**src/rtl/seq_shift_unit_if.sv**
```systemverilog
// Request/result handshake bundle for the iterative shifter.
// The requester drives operands and accepts results; the shifter serves them.
interface seq_shift_unit_if #(
  parameter int WIDTH = 8,
  parameter int AMT_W = 3
);
  logic             in_valid;
  logic             in_ready;
  logic [WIDTH-1:0] in_data;
  logic [AMT_W-1:0] in_amt;
  logic [1:0]       in_mode;
  logic             out_valid;
  logic             out_ready;
  logic [WIDTH-1:0] out_data;
  logic             out_carry;
  logic             out_zero;
  logic             busy;

  modport master (
    output in_valid,
    output in_data,
    output in_amt,
    output in_mode,
    output out_ready,
    input  in_ready,
    input  out_valid,
    input  out_data,
    input  out_carry,
    input  out_zero,
    input  busy
  );

  modport slave (
    input  in_valid,
    input  in_data,
    input  in_amt,
    input  in_mode,
    input  out_ready,
    output in_ready,
    output out_valid,
    output out_data,
    output out_carry,
    output out_zero,
    output busy
  );
endinterface

```
**src/rtl/seq_shift_unit.sv**
```systemverilog
// Iterative shifter: one bit position per clock, SLL/SRL/SRA/ROL.
// Result and carry are held in DONE until the consumer takes them.
module seq_shift_unit #(
  parameter int WIDTH = 8,
  parameter int AMT_W = 3
) (
  input logic clk,
  input logic rst_n,
  seq_shift_unit_if.slave bus
);

  typedef enum logic [1:0] {
    IDLE  = 2'd0,
    SHIFT = 2'd1,
    DONE  = 2'd2
  } state_t;

  state_t           state;
  state_t           state_nxt;
  logic [WIDTH-1:0] work;
  logic [WIDTH-1:0] work_nxt;
  logic [AMT_W-1:0] cnt;
  logic [AMT_W-1:0] cnt_nxt;
  logic [1:0]       mode;
  logic [1:0]       mode_nxt;
  logic [WIDTH-1:0] res;
  logic [WIDTH-1:0] res_nxt;
  logic             res_carry;
  logic             res_carry_nxt;
  logic [WIDTH-1:0] step_data;
  logic             step_carry;

  always_comb begin
    step_data  = work;
    step_carry = 1'b0;
    unique case (1'b1)
      (mode == 2'b00): begin
        step_data  = {work[WIDTH-2:0], 1'b0};
        step_carry = work[WIDTH-1];
      end
      (mode == 2'b01): begin
        step_data  = {1'b0, work[WIDTH-1:1]};
        step_carry = work[0];
      end
      (mode == 2'b10): begin
        step_data  = {work[WIDTH-1], work[WIDTH-1:1]};
        step_carry = work[0];
      end
      (mode == 2'b11): begin
        step_data  = {work[WIDTH-2:0], work[WIDTH-1]};
        step_carry = work[WIDTH-1];
      end
      default: ;
    endcase
  end

  // Result registers update only on entry to DONE so they hold through IDLE.
  always_comb begin
    state_nxt     = state;
    work_nxt      = work;
    cnt_nxt       = cnt;
    mode_nxt      = mode;
    res_nxt       = res;
    res_carry_nxt = res_carry;
    unique case (state)
      IDLE: begin
        if (bus.in_valid) begin
          work_nxt = bus.in_data;
          cnt_nxt  = bus.in_amt;
          mode_nxt = bus.in_mode;
          if (bus.in_amt == '0) begin
            state_nxt     = DONE;
            res_nxt       = bus.in_data;
            res_carry_nxt = 1'b0;
          end else begin
            state_nxt = SHIFT;
          end
        end
      end
      SHIFT: begin
        work_nxt = step_data;
        cnt_nxt  = cnt - AMT_W'(1);
        if (cnt == AMT_W'(1)) begin
          state_nxt     = DONE;
          res_nxt       = step_data;
          res_carry_nxt = step_carry;
        end
      end
      DONE: begin
        if (bus.out_ready) state_nxt = IDLE;
      end
      default: state_nxt = IDLE;
    endcase
  end

  always_ff @(posedge clk) begin
    if (!rst_n) begin
      state     <= IDLE;
      work      <= '0;
      cnt       <= '0;
      mode      <= 2'b00;
      res       <= '0;
      res_carry <= 1'b0;
    end else begin
      state     <= state_nxt;
      work      <= work_nxt;
      cnt       <= cnt_nxt;
      mode      <= mode_nxt;
      res       <= res_nxt;
      res_carry <= res_carry_nxt;
    end
  end

  assign bus.in_ready  = (state == IDLE);
  assign bus.out_valid = (state == DONE);
  assign bus.busy      = (state != IDLE);
  assign bus.out_data  = res;
  assign bus.out_carry = res_carry;
  assign bus.out_zero  = (res == '0);

endmodule

```
**src/flat_wrapper.sv**
```systemverilog
// flat-port wrapper written by rule: the top's interface ports become plain ports
module seq_shift_unit_flat 
#(
  parameter int WIDTH = 8,
  parameter int AMT_W = 3
)
  (clk, rst_n, bus_in_valid, bus_in_data, bus_in_amt, bus_in_mode, bus_out_ready, bus_in_ready, bus_out_valid, bus_out_data, bus_out_carry, bus_out_zero, bus_busy);
  seq_shift_unit_if #(.WIDTH(WIDTH), .AMT_W(AMT_W)) bus_i ();
  input logic clk;
  input logic rst_n;
  input wire logic [$bits(bus_i.in_valid)-1:0] bus_in_valid;
  input wire logic [$bits(bus_i.in_data)-1:0] bus_in_data;
  input wire logic [$bits(bus_i.in_amt)-1:0] bus_in_amt;
  input wire logic [$bits(bus_i.in_mode)-1:0] bus_in_mode;
  input wire logic [$bits(bus_i.out_ready)-1:0] bus_out_ready;
  output wire logic [$bits(bus_i.in_ready)-1:0] bus_in_ready;
  output wire logic [$bits(bus_i.out_valid)-1:0] bus_out_valid;
  output wire logic [$bits(bus_i.out_data)-1:0] bus_out_data;
  output wire logic [$bits(bus_i.out_carry)-1:0] bus_out_carry;
  output wire logic [$bits(bus_i.out_zero)-1:0] bus_out_zero;
  output wire logic [$bits(bus_i.busy)-1:0] bus_busy;
  assign bus_i.in_valid = bus_in_valid;
  assign bus_i.in_data = bus_in_data;
  assign bus_i.in_amt = bus_in_amt;
  assign bus_i.in_mode = bus_in_mode;
  assign bus_i.out_ready = bus_out_ready;
  assign bus_in_ready = bus_i.in_ready;
  assign bus_out_valid = bus_i.out_valid;
  assign bus_out_data = bus_i.out_data;
  assign bus_out_carry = bus_i.out_carry;
  assign bus_out_zero = bus_i.out_zero;
  assign bus_busy = bus_i.busy;
  seq_shift_unit #(.WIDTH(WIDTH), .AMT_W(AMT_W)) u_core (.clk(clk), .rst_n(rst_n), .bus(bus_i));
endmodule
```
**config.mk**
```make
export PLATFORM = sky130hd
export DESIGN_NAME = seq_shift_unit_flat
export DESIGN_NICKNAME = d
export VERILOG_FILES = /design/src/rtl/seq_shift_unit_if.sv /design/src/rtl/seq_shift_unit.sv /design/src/flat_wrapper.sv
export SDC_FILE = /design/constraint.sdc
export NUM_CORES = 1
export LEC_CHECK = 0
export CAP_MARGIN = 20
export CORE_ASPECT_RATIO = 0.8
export CORE_MARGIN = 5
export CORE_UTILIZATION = 53
export CTS_CLUSTER_SIZE = 10
export DETAILED_ROUTE_END_ITERATION = 10
export GPL_TIMING_DRIVEN = 0
export PLACE_DENSITY = 0.84
export SYNTH_ARGS = -nofsm -noshare
export SYNTH_HDL_FRONTEND = slang
export SYNTH_SLANG_ARGS = --single-unit
```
**constraint.sdc**
```tcl
create_clock -name clk -period 4.6 [get_ports clk]
set_input_delay 0.92 -clock clk [delete_from_list [all_inputs] [get_ports clk]]
set_output_delay 0.92 -clock clk [all_outputs]
set_load 0.05 [all_outputs]
```
# After elaboration in Yosys (flattened, before gate mapping)
# Cells that the tools add are included.
# W data, S select, Z words.
# word_totals
reg_bits	24
inputBits	17
out_inout_bits	13
elab_cells	48
# classes
add_sub_neg	1
n_eq_ne	10
n_mux	19
reduce_logical	12
# op_table
cell	count
$mux W8	4
$pmux W8 S2	2
$pmux W8 S4	1
$logic_not A8 Y1	1
$mux W2	4
$eq A2 B2 Y1 const B	3
$pmux W2 S3	1
$pmux W3 S2	1
$eq A2 B1 Y1 const B	2
$logic_not A2 Y1	2
$ne A2 B1 Y1 const B	2
$ne A2 B2 Y1 const B	2
$pmux W1 S2	2
$reduce_and A2 Y1	2
$reduce_and A4 Y1	1
$reduce_bool A2 Y1	2
$reduce_or A2 Y1	2
$eq A3 B1 Y1 const B	1
$logic_not A3 Y1	1
$mux W1	3
$mux W3	1
$reduce_and A3 Y1	1
$sub A3 B1 Y3 const B	1

# Longest topological paths before layout
# depth
depth_word	5
mapped_depth	7
mapped_depth_nobuf	6

# Worst setup path before layout
# Ideal clock, no wire load.
# synth_timing
path_kind	reg-to-output
startpoint	register u_core.res[7], in the netlist u_core.bus.out_data[7]
endpoint	output port bus_out_zero
t_arrival_ns	1.704
required_time_ns	3.680
path_slack_ns	1.976
path_stages_with_launch	3
path_buffers	0
cell_sequence	dfxtp_1 -> or4_1 -> nor2_1
# synth_between
elab_chain_len	1
# synth_rtl
element	line	rtl
start: declaration	seq_shift_unit.sv:26	logic [WIDTH-1:0] res;
start signal: assignment	seq_shift_unit.sv:109	res <= res_nxt;
$logic_not A8 Y1	seq_shift_unit.sv:119	assign bus.out_zero = (res == '0);
end: declaration	flat_wrapper.sv:20	output wire logic [$bits(bus_i.out_zero)-1:0] bus_out_zero;
# Every way passes these cells.

# Worst setup path in the final report
# layout_timing
startpoint	register u_core.res[2], in the netlist u_core.bus.out_data[2]
endpoint	output port bus_out_zero
# Same word-level chain as after synthesis.

==> results.txt <==
* Detailed placement HPWL: 2.57 mm
- Pre-CTS setup slack: 1.95 ns
* Top-area cell type share of the netlist area: 0.372
- After global routing the overflow that remains totals 0.
* Critical Path Start Type: register
- In this run the deepest clock path goes through 2 buffers.
* Post-cts resize count: 0
- Average vias per placed instance: 6.28
- Clk Tree Root Cell: sky130_fd_sc_hd__clkbuf_4
- Compound-Gate Fraction of Synth Area: 0.350
- Post-Synthesis Mean Instance Area: 8.44 um^2
- The worst pin sits at a relative slew slack of 0.650.
* Net Count, Synth: 176
- In this run, the number of DRC markers left after iteration 0 of detailed routing was 164.
- Of the cells placed in the final design, the portion with a size suffix greater than 1 is 0.0914.
- Sorting the synthesized cells by area gives the leading types as sky130_fd_sc_hd__dfxtp_1 (37%), sky130_fd_sc_hd__o21ai_0 (9.3%), sky130_fd_sc_hd__ha_1 (5.8%).
- Height of the die: 54.1 um
* Post-Syn Instances: 153
- Required time worst endpoint: 3.68 ns
- For this design the ratio of total power to cell area is 345 nW/um^2.
- Area of all sequential standard cells: 480 um^2
* Syn Std Cell Area: 1290 um^2
- Number of flops mapped to enable cells by yosys: 0
* Initial antenna violation count: 0
- The first global-routing pass estimated 5.75 mm of wire.
- Summed over all layers, the routed wires come to 3.52 mm.
- Setup repair after global routing missed its margin: false
* Combinational Power Share: 0.305
- Max-cap violations in this run came to 0.
- Total placed cells including tap cells: 209
- Total via count after detailed routing: 1338
- Count of clock tree sinks: 24
- The die covers 3530 um^2.
- Final hold violation count: 0
* Width of the die: 65.2 um
- Yosys printed 0 warnings.
- The slowest stage of the critical path is the sky130_fd_sc_hd__clkdlybuf4s50_1 cell.
* # nets final: 210
- Of the total power, the share spent switching nets is 0.329.
- Worst-Skew Late Latency: 0.33 ns
- Number of buffers added by the clock tree synthesis step: 3
* Total of endpoints with negative setup slack in the final report: 0
* Critical path capture point type: output pin
- Share of flip-flops with an asynchronous set or reset: 0
* Post-CTS clock slew at the launch and capture registers of the worst setup and hold paths: 0.13 ns
- Of the total power, registers draw 0.425.
- The number of antenna diodes in the final layout is 0.
* Commonest cells in the netlist: sky130_fd_sc_hd__dfxtp_1 (24), sky130_fd_sc_hd__o21ai_0 (24), sky130_fd_sc_hd__a21oi_1 (13)
* Area of the core: 2380 um^2
* Number of rows created at floorplan: 16
- Internal power comes to 0.386 mW.
* Footprint of the multi-input gates: 732 um^2
- Synth unique cells: 38
* Ratio of final minimum period to clock period: 0.663
* Worst slew pin tran: 0.524 ns
- Main flop type after synthesis: sky130_fd_sc_hd__dfxtp_1
- In this run the worst path has a maximum fanout of 3.
- Result of the run: completed
- Entering global routing, the biggest net connects 15 pins.
- RD Place Congestion: 0.838
- Average routed wire per standard cell: 16.5 um
- By area, the combinational part of the netlist is dominated by compound AO/OA/AOI/OAI gates.
- F_max: 0.328 GHz
- Total I/O pin count: 30
- The placed instances occupy a cell area of 1620 um^2.
* CP cell instances: or4_1 > nor2_1 > clkdlybuf4s50_1
- Detail Route Antenna Nets: 0
* Final critical-path setup slack: 1.55 ns
- Detailed-router iteration count before antenna repair: 5
- Fin Setup TNS: 0 ns
* Type of the worst min-delay path: register to register
- The smallest clock period supported by the final layout is computed as 3.05 ns.
* Slowest cell delay on critical path: 0.81 ns
* Layout overhead on the synthesized area: 29.2%
* Synthesis-stage register bit count: 24
- Xor-xnor portion of the synthesized cell area: 0
* Global-route usage over all layers: 0.213
- The finished cells cover 1670 um^2.
- DRC errors left: 0
- Multiplexer share of the synthesized area: 0.00775
* Buffers inserted during post-CTS setup optimization: 0
- Portion of total power attributed to the clock network: 0.270
- # port buffers: 29
- Of the total synthesized cell area, the portion taken by AND, OR, NAND and NOR gates is 0.151.
* Endpoint arrival time on the critical path: 2.13 ns
* Most area-hungry cell type in the Yosys netlist: sky130_fd_sc_hd__dfxtp_1
* Net Sw Power: 0.190 mW
- Critical setup path kind: register to output pin
- Number of global-route vias before repair: 1320
* Starting density of the core: 0.542
* Max-slew violation count: 0
- The share of the Yosys chip area taken by registers is 0.372.
- The layout has 198 filler cells.
* Total leakage power: 0.624 nW
* Largest clock skew in the final design: 0.00249 ns
- Clock tree from TritonCTS: done
- Worst IR drop on VDD: 0.241 mV
- Of the total synthesized cell area, the portion taken by full adders, half adders and majority gates is 0.0581.
* H-tree lvl count: 1
- Buffers inserted to repair hold after CTS numbered 0.
- Leaving out filler cells and counting taps, the final layout contains 213.
==> state kept, by name, indices dropped and copies added, names as in the netlist <==
signal                cells
u_core.state              2
u_core.bus.out_data       8
u_core.work               8
u_core.mode               2
u_core.bus.out_carry      1
u_core.cnt                3
==> placed cells by master (no fill, tap or decap), drive strengths merged, types with 2 or more instances in the layout <==
cell            n
nor2            9
a21boi          2
o21ai          25
or4             3
buf             5
nor3            2
nand2          10
o2bb2ai         8
ha              6
inv             7
o211ai          2
a221oi          6
nor2b           4
nand2b          2
dfxtp          24
a31oi           2
clkdlybuf4s50  29
o22ai           3
and3b           2
a21oi          13
clkbuf          9
==> final timing paths <==
| kind | from | end | slack (ns) | cells past startpoint |
|---|---|---|---|---|
| min reg2reg | u_core.bus.out_data[7]$_SDFFE_PN0P_ | u_core.bus.out_data[7]$_SDFFE_PN0P_ | 0.49 | 1 |
| max | u_core.bus.out_data[2]$_SDFFE_PN0P_ | bus_out_zero | 1.55 | 3 |
| max reg2reg | u_core.mode[1]$_SDFFE_PN0P_ | u_core.work[3]$_SDFFE_PN0P_ | 2.65 | 6 |
| min | u_core.bus.out_data[7]$_SDFFE_PN0P_ | u_core.bus.out_data[7]$_SDFFE_PN0P_ | 0.49 | 1 |
==> per-layer routing <==
layer / vias to the layer above / GRT usage / share of wire / wire length, um
li1: 638 / - / - / -
met1: 603 / 0.265 / 0.44 / 1570
met2: 80 / 0.353 / 0.45 / 1600
met3: 17 / 0.0605 / 0.085 / 300
met4: 0 / 0.0862 / 0.015 / 54
met5: - / 0 / 0 / 0
==> critical path: cells and delay by family (launching register included) <==
family	cells	cell delay, ns
AND/OR/NAND/NOR	2	0.63
flip-flops	1	0.36
buffers and inverters	1	0.81
==> cells by family (layout without fill, tap and decap cells) <==
| group | Yosys count | count (layout) |
|---|---|---|
| compound gates | 69 | 69 |
| fa+ha+maj | 6 | 6 |
| buf+inv | 18 | 51 |
| flops | 24 | 24 |
| mux | 1 | 1 |
| simple gates | 35 | 35 |
==> metrics by stage <==
step	utilization	hold WS (ns)	power (mW)
after floorplan	-	0.469	0.362
after global placement	0.678	0.465	0.414
after detailed placement	0.678	0.471	0.420
after CTS	0.700	0.494	0.575
after global routing	0.700	0.507	0.602
final	0.700	0.492	0.576
==> power by group through the flow <==
stage / Clock [mW] / Combinational [mW] / Sequential [mW]
global route: 0.166 / 0.189 / 0.247
finish: 0.155 / 0.175 / 0.245
detailed placement: 0 / 0.173 / 0.248
floorplan: 0 / 0.107 / 0.255
CTS: 0.159 / 0.173 / 0.243
global placement: 0 / 0.167 / 0.246
==> area by class of cell <==
type | instances | area share
multi-input combinational | 111 | 0.439
clock buffer | 3 | 0.0135
clock inverter | 1 | 0.0180
tap | 27 | 0.0203
timing repair buffer | 29 | 0.174
sequential | 24 | 0.288
buffer | 11 | 0.0315
inverter | 7 | 0.0158
(Power assumes the default switching activity.)
